===== config.mk =====
export PLATFORM = sky130hd
export DESIGN_NAME = gp_timer
export DESIGN_NICKNAME = d
export VERILOG_FILES = /design/src/rtl/gp_timer.sv
export SDC_FILE = /design/constraint.sdc
export NUM_CORES = 1
export LEC_CHECK = 0
export ABC_AREA = 1
export BUFFER_PORTS_ARGS = -buffer_cell sky130_fd_sc_hd__buf_2
export CORE_ASPECT_RATIO = 0.75
export CORE_MARGIN = 2
export CORE_UTILIZATION = 45
export DETAILED_ROUTE_END_ITERATION = 6
export PLACE_DENSITY = 0.66
export SETUP_SLACK_MARGIN = 0.15
export SYNTH_ARGS = -nofsm -noshare
export SYNTH_HDL_FRONTEND = slang
export SYNTH_SLANG_ARGS = --single-unit

===== constraint.sdc =====
create_clock -name clk -period 7.95 [get_ports clk]
set_input_delay 1.59 -clock clk [delete_from_list [all_inputs] [get_ports clk]]
set_output_delay 1.59 -clock clk [all_outputs]
set_load 0.05 [all_outputs]

===== src/rtl/gp_timer.sv =====
// General-purpose timer: prescaler, auto-reload up/down counter with one-shot mode,
// and N compare channels producing match pulses and PWM levels.
module gp_timer #(
    parameter int CNT_W = 16,
    parameter int PSC_W = 16,
    parameter int N_CH  = 2
) (
    input  logic                   clk,
    input  logic                   rst,
    input  logic                   en,
    input  logic                   load,
    input  logic                   dir,
    input  logic                   one_shot,
    input  logic [PSC_W-1:0]       psc,
    input  logic [CNT_W-1:0]       arr,
    input  logic [N_CH*CNT_W-1:0]  ccr,
    output logic [CNT_W-1:0]       cnt,
    output logic                   update_irq,
    output logic [N_CH-1:0]        cc_irq,
    output logic [N_CH-1:0]        pwm_out,
    output logic                   halted
);

    logic [PSC_W-1:0] pc;
    logic [PSC_W-1:0] psc_sh;
    logic [CNT_W-1:0] arr_sh;
    logic             tick;
    logic             upd;
    logic [CNT_W-1:0] cnt_nx;
    logic [N_CH-1:0]  cc_nx;
    logic [N_CH-1:0]  pwm_nx;

    always_comb begin
        tick   = en && !halted && !load && (pc == psc_sh);
        cnt_nx = cnt;
        upd    = 1'b0;
        if (load) begin
            cnt_nx = dir ? arr : '0;
        end else if (tick) begin
            if (!dir) begin
                // A counter above arr_sh simply runs on and wraps silently at 2^CNT_W.
                if (cnt == arr_sh) begin
                    cnt_nx = '0;
                    upd    = 1'b1;
                end else begin
                    cnt_nx = cnt + CNT_W'(1);
                end
            end else begin
                if (cnt == '0) begin
                    cnt_nx = arr;
                    upd    = 1'b1;
                end else begin
                    cnt_nx = cnt - CNT_W'(1);
                end
            end
        end
        for (int i = 0; i < N_CH; i++) begin
            cc_nx[i]  = tick && (cnt_nx == ccr[i*CNT_W +: CNT_W]);
            pwm_nx[i] = cnt_nx < ccr[i*CNT_W +: CNT_W];
        end
    end

    always_ff @(posedge clk or posedge rst) begin
        if (rst) begin
            pc         <= '0;
            psc_sh     <= '0;
            arr_sh     <= '0;
            cnt        <= '0;
            update_irq <= 1'b0;
            cc_irq     <= '0;
            pwm_out    <= '0;
            halted     <= 1'b0;
        end else begin
            cnt        <= cnt_nx;
            update_irq <= upd;
            cc_irq     <= cc_nx;
            pwm_out    <= pwm_nx;
            if (load) begin
                pc     <= '0;
                psc_sh <= psc;
                arr_sh <= arr;
                halted <= 1'b0;
            end else begin
                if (en && !halted)
                    pc <= tick ? '0 : pc + PSC_W'(1);
                // Shadows only change at a period boundary, never mid-period.
                if (upd) begin
                    psc_sh <= psc;
                    arr_sh <= arr;
                end
                if (!en)
                    halted <= 1'b0;
                else if (upd && one_shot)
                    halted <= 1'b1;
            end
        end
    end

endmodule


Word level (Yosys, flattened, before mapping)
Index checks and enable logic that the tools add are counted.
{"block": "word_totals", "rom_bits": 0, "n_memories": 0, "latchBits": 0, "regBits": 70, "ram_bits": 0}
{"block": "op_classes", "bitwise_logic": 0, "reduce_logical": 11, "n_lt_le_gt_ge": 2, "n_mul": 0, "n_addsub": 3, "n_shift": 0, "div": 0, "mux": 21, "n_eq_ne": 5}
{"cell": "2-to-1 mux 16 bit", "n": 13}
{"cell": "== test 16 bit", "n": 4}
{"cell": "adder 16 x 1 -> 16 bit, second input constant", "n": 2}
{"cell": "< comparator 16 bit", "n": 2}
{"cell": "logical NOT 16 bit", "n": 1}
{"cell": "subtractor 16 x 1 -> 16 bit, second input constant", "n": 1}
{"cell": "2-to-1 mux 1 bit", "n": 8}
{"cell": "logical AND 1 bit", "n": 6}
{"cell": "nonzero test 2 bit", "n": 2}
{"cell": "!= test 3 x 1 -> 1 bit, second input constant", "n": 1}
{"cell": "logical NOT 1 bit", "n": 2}

Longest topological paths before layout
{"block": "depth", "depth_word": 10, "depth_mapped": 23, "depth_no_buf": 21}

Least setup slack after synthesis
Ideal clock, no wire load.
{"block": "synth_timing", "path_kind": "input -> register", "startpoint": "input en", "endpoint": "register pwm_out[0]", "required_time_ps": 7866, "t_arrival_ps": 3396, "setup_ps": 84, "slack_ps": 4470, "cell_stages": 16, "n_path_buf": 1, "path_cell_list": "nand2_1 -> nor2_1 -> nand3_1 -> clkbuf_1 -> nand3_1 -> a21boi_1 -> ha_1 -> inv_1 -> nor2_1 -> o21ai_0 -> nand2_1 -> nand2_1 -> o211ai_1 -> nand2_1 -> nand3_1 -> a21boi_0"}
{"block": "synth_between", "elab_chain_cells": 6}
{"element": "start, declared", "line_no": "10", "source": "input logic en,"}
{"element": "logical AND 1 bit (3 in a row)", "line_no": "34", "source": "tick = en && !halted && !load && (pc == psc_sh);"}
{"element": "2-to-1 mux 16 bit", "line_no": "39", "source": "end else if (tick) begin"}
{"element": "2-to-1 mux 16 bit", "line_no": "37", "source": "if (load) begin"}
{"element": "net cnt_nx[1]", "line_no": "29", "source": "logic [CNT_W-1:0] cnt_nx;"}
{"element": "< comparator 16 bit", "line_no": "59", "source": "pwm_nx[i] = cnt_nx < ccr[i*CNT_W +: CNT_W];"}
{"element": "net pwm_nx[0]", "line_no": "31", "source": "logic [N_CH-1:0] pwm_nx;"}
{"element": "end signal, assigned", "line_no": "77", "source": "pwm_out <= pwm_nx;"}
{"element": "end, declared", "line_no": "20", "source": "output logic [N_CH-1:0] pwm_out,"}
The timed path passes the listed nets, and every way through them passes these cells.
A chain may end at the register's enable or synchronous reset.

Final worst setup path
{"block": "layout_timing", "startpoint": "input dir", "endpoint": "register pwm_out[0]"}
{"block": "layout_between", "elab_chain_cells": 4}
{"element": "start, declared", "line_no": "12", "source": "input logic dir,"}
{"element": "2-to-1 mux 16 bit", "line_no": "40", "source": "if (!dir) begin"}
{"element": "2-to-1 mux 16 bit", "line_no": "39"}
{"element": "2-to-1 mux 16 bit (*)", "line_no": "37"}
{"element": "net cnt_nx[12]", "line_no": "29"}
{"element": "< comparator 16 bit (*)", "line_no": "59"}
{"element": "net pwm_nx[0]", "line_no": "31"}
Mark *: on every way through the listed nets, which the timed path passes. The rest lies on a longest branch.

==> summary.md <==
| Metric | Value |
|---|---|
| Post-CTS Hold Buffers | 0 |
| Reg clk slew, reported paths | 0.06 ns |
| Antenna Nets Post-Route | 0 |
| ANT cells | 0 |
| Std-Cell Rows | 35 |
| Post-Place Setup Slack | 3.52 ns |
| Die area | 13400 um^2 |
| Synth warnings | 0 |
| Post-Layout Inst Area | 6450 um^2 |
| Crit-path slowest cell | clkinv_1 |
| Family with the most delay on the worst path | simple AND/OR/NAND/NOR gates |
| Max-Cap Viols | 0 |
| Post-synthesis sequential area ratio | 31.1% |
| VDD IR-drop max | 0.0948 mV |
| Post-Synthesis Cells | 868 |
| Post-cts sizing count | 0 |
| Initial antenna violation count | 0 |
| Worst-margin pin slew | 0.902 ns |
| Design Power | 1.09 mW |
| Post-DP Area | 6150 um^2 |
| Post-Synth XOR/XNOR Area | 4.67% |
| Critical Path Source | dir |
| Share of layout cells above drive strength 1 | 14.2% |
| Die width | 133 um |
| Hold Path Origin | psc_sh[15] |
| Status | complete, no violations |
| Worst Path Buf+Inv | 2 |
| P_leak | 3.58 nW |
| # nets final | 1047 |
| Number of global-route vias before repair | 5098 |
| R2R Path Start | cnt[9] |
| Worst hold margin | 0.526 ns |
| Simple-Gate Fraction of Synth Area | 37.0% |
| Final Skew | 0.00606 ns |
| Vias | 5693 |
| Pwr per Cell Area | 169 nW/um^2 |
| Vias per cell | 5.12 |
| Final setup viols | 0 |
| Worst path max stage delay | 0.54 ns |
| Ports | 92 |
| Hold Crit Class | flop to flop |
| Root Driver | clkbuf_16 |
| Max_slew headroom | 39.9% |
| Die Span Y | 101 um |
| Critical Path Sink Type | flop |
| Final hold vios | 0 |
| Compound-Gate Fraction of Synth Area | 8.52% |
| Starting Density | 45.9% |
| Post-Synthesis Cell Area | 5630 um^2 |
| Most common cell after layout, fill and taps aside | nand2_1 |
| Drc violations | 0 |
| Startpoint Class | input port |
| Non-Filler Instances | 1112 |
| Dpl hpwl | 12.4 mm |
| Syn avg cell area | 6.48 um^2 |
| Fin worst setup slack | 3.78 ns |
| Worst-path cell chain | buf_2 -> clkinv_1 -> nor2_2 -> nand2_1 -> nand3_1 -> nor2_1 -> nor2_1 -> ha_1 -> nand2_1 -> nor3b_1 -> nand2_1 -> nand3_1 -> a21boi_0 |
| Mux cell area share after synthesis | 0% |
| Core ar. | 12300 um^2 |
| Post-layout minimum cycle time | 4.17 ns |
| GRT Total Usage | 25.7% |
| Sink Count | 70 |
| Commonest non-fill, non-tap cells in the layout | nand2_1 (298), inv_1 (100), buf_2 (91) |
| Placed cell count | 1096 |
| CTS H-tree lvls | 3 |
| Crit-path max FO | 18 |
| Largest family of logic cells by synthesized area | simple AND/OR/NAND/NOR gates |
| First drt pass iteration count | 5 |
| Critical Path Most Common Cell | nand2_1 |
| Util after Layout | 52.6% |
| Slew Viols, Final | 0 |
| Clock buffer depth | 2 |
| Syn Nets | 974 |
| Routability cong. | 0.958 |
| IO Port Bufs | 91 |
| Drt total wl | 16.6 mm |
| Largest net degree at the start of global routing | 71 |
| Flops & latches, synth | 70 |
| Num CTS Buffers | 9 |
| Period utilization | 52.4% |
| Total Neg Setup Slack | 0 ns |
| Area grow syn2layout | 14.6% |
| Netlist cell types | 34 |
| Worst setup path class | input port to flop |
| First-pass GRT wire length | 27.1 mm |
| Clk_lat worst skew | 0.33 ns |
| Max Freq | 240 MHz |
| Unrepaired setup endpoints after global routing | false |
| Postcts setup bufs | 0 |
| Post-Synth Adder-Cell Area | 8.01% |
| Gr ovfl total | 0 |
| Crit path DAT | 4.38 ns |
| WP data required | 8.16 ns |
| Iter 0 DRT Violations | 625 |
| DR WL/cell | 15.0 um |
| CTS tree | yes |
cells in the mapped netlist, drive strengths merged:
| master | instances | area (um^2) |
|---|---|---|
| a21boi | 3 | 22.5 |
| a21oi | 33 | 165 |
| a22oi | 5 | 37.5 |
| a31oi | 1 | 6.26 |
| buf | 24 | 136 |
| clkbuf | 8 | 30.0 |
| clkinv | 3 | 12.5 |
| dfrtp | 70 | 1750 |
| ha | 36 | 450 |
| inv | 113 | 424 |
| nand2 | 302 | 1150 |
| nand3 | 89 | 458 |
| nand4 | 16 | 100 |
| nor2 | 81 | 314 |
| nor3 | 3 | 15.0 |
| nor3b | 1 | 7.51 |
| nor4 | 3 | 18.8 |
| o211ai | 4 | 30.0 |
| o21ai | 31 | 155 |
| o22ai | 10 | 62.6 |
| or2 | 2 | 12.5 |
| xnor2 | 2 | 17.5 |
| xor2 | 28 | 245 |
cell families after synthesis:
kind of cell / count (synthesis)
adder cells (fa/ha/maj): 36
XOR/XNOR: 30
AO/OA/AOI/OAI: 87
flip-flops: 70
AND/OR/NAND/NOR: 497
buffers and inverters: 148
sequential cells by signal, indices dropped and copies added, names as in the netlist:
register,count
arr_sh,16
cc_irq,2
cnt,16
halted,1
pc,16
psc_sh,16
pwm_out,2
update_irq,1
power breakdown:
group          leakage [nW]  switching, mW  internal [mW]
logic                  2.55          0.178         0.0901
registers             0.891         0.0335          0.380
clock network         0.142          0.158          0.252
tightest hold or removal path: stages (launching register included):
cell     delay, ns
dfrtp_1       0.36
nand3_1       0.08
nand2_1       0.06
per-layer routing:
metal	vias to the layer above	track usage [%]	part of all wire (%)
li1	2911	-	-
met1	2529	40.4	52
met2	245	35.8	39
met3	8	6.08	9.0
met4	0	4.01	0.55
met5	-	0	0
area by class of cell:
class	instances	area [um^2]
fill	1298	5810
sequential	70	1750
tap	166	208
clock inverter	5	58.8
inverter	116	437
multi-input combinational	650	3270
clock buffer	11	243
timing repair buffer	94	478
path summary, 6_finish.rpt:
kind | slack (ns) | end | depth (start not counted)
worst max-delay path | 3.78 | pwm_out[0] | 13
worst min-delay path | 0.53 | psc_sh[15] | 2
worst max register to register | 4.31 | pwm_out[0] | 17
worst min register to register | 0.53 | psc_sh[15] | 2
max in group asynchronous | 5.84 | arr_sh[6] | 3
min in group asynchronous | 1.54 | arr_sh[8] | 3
Power figures use the tool's default switching activity.
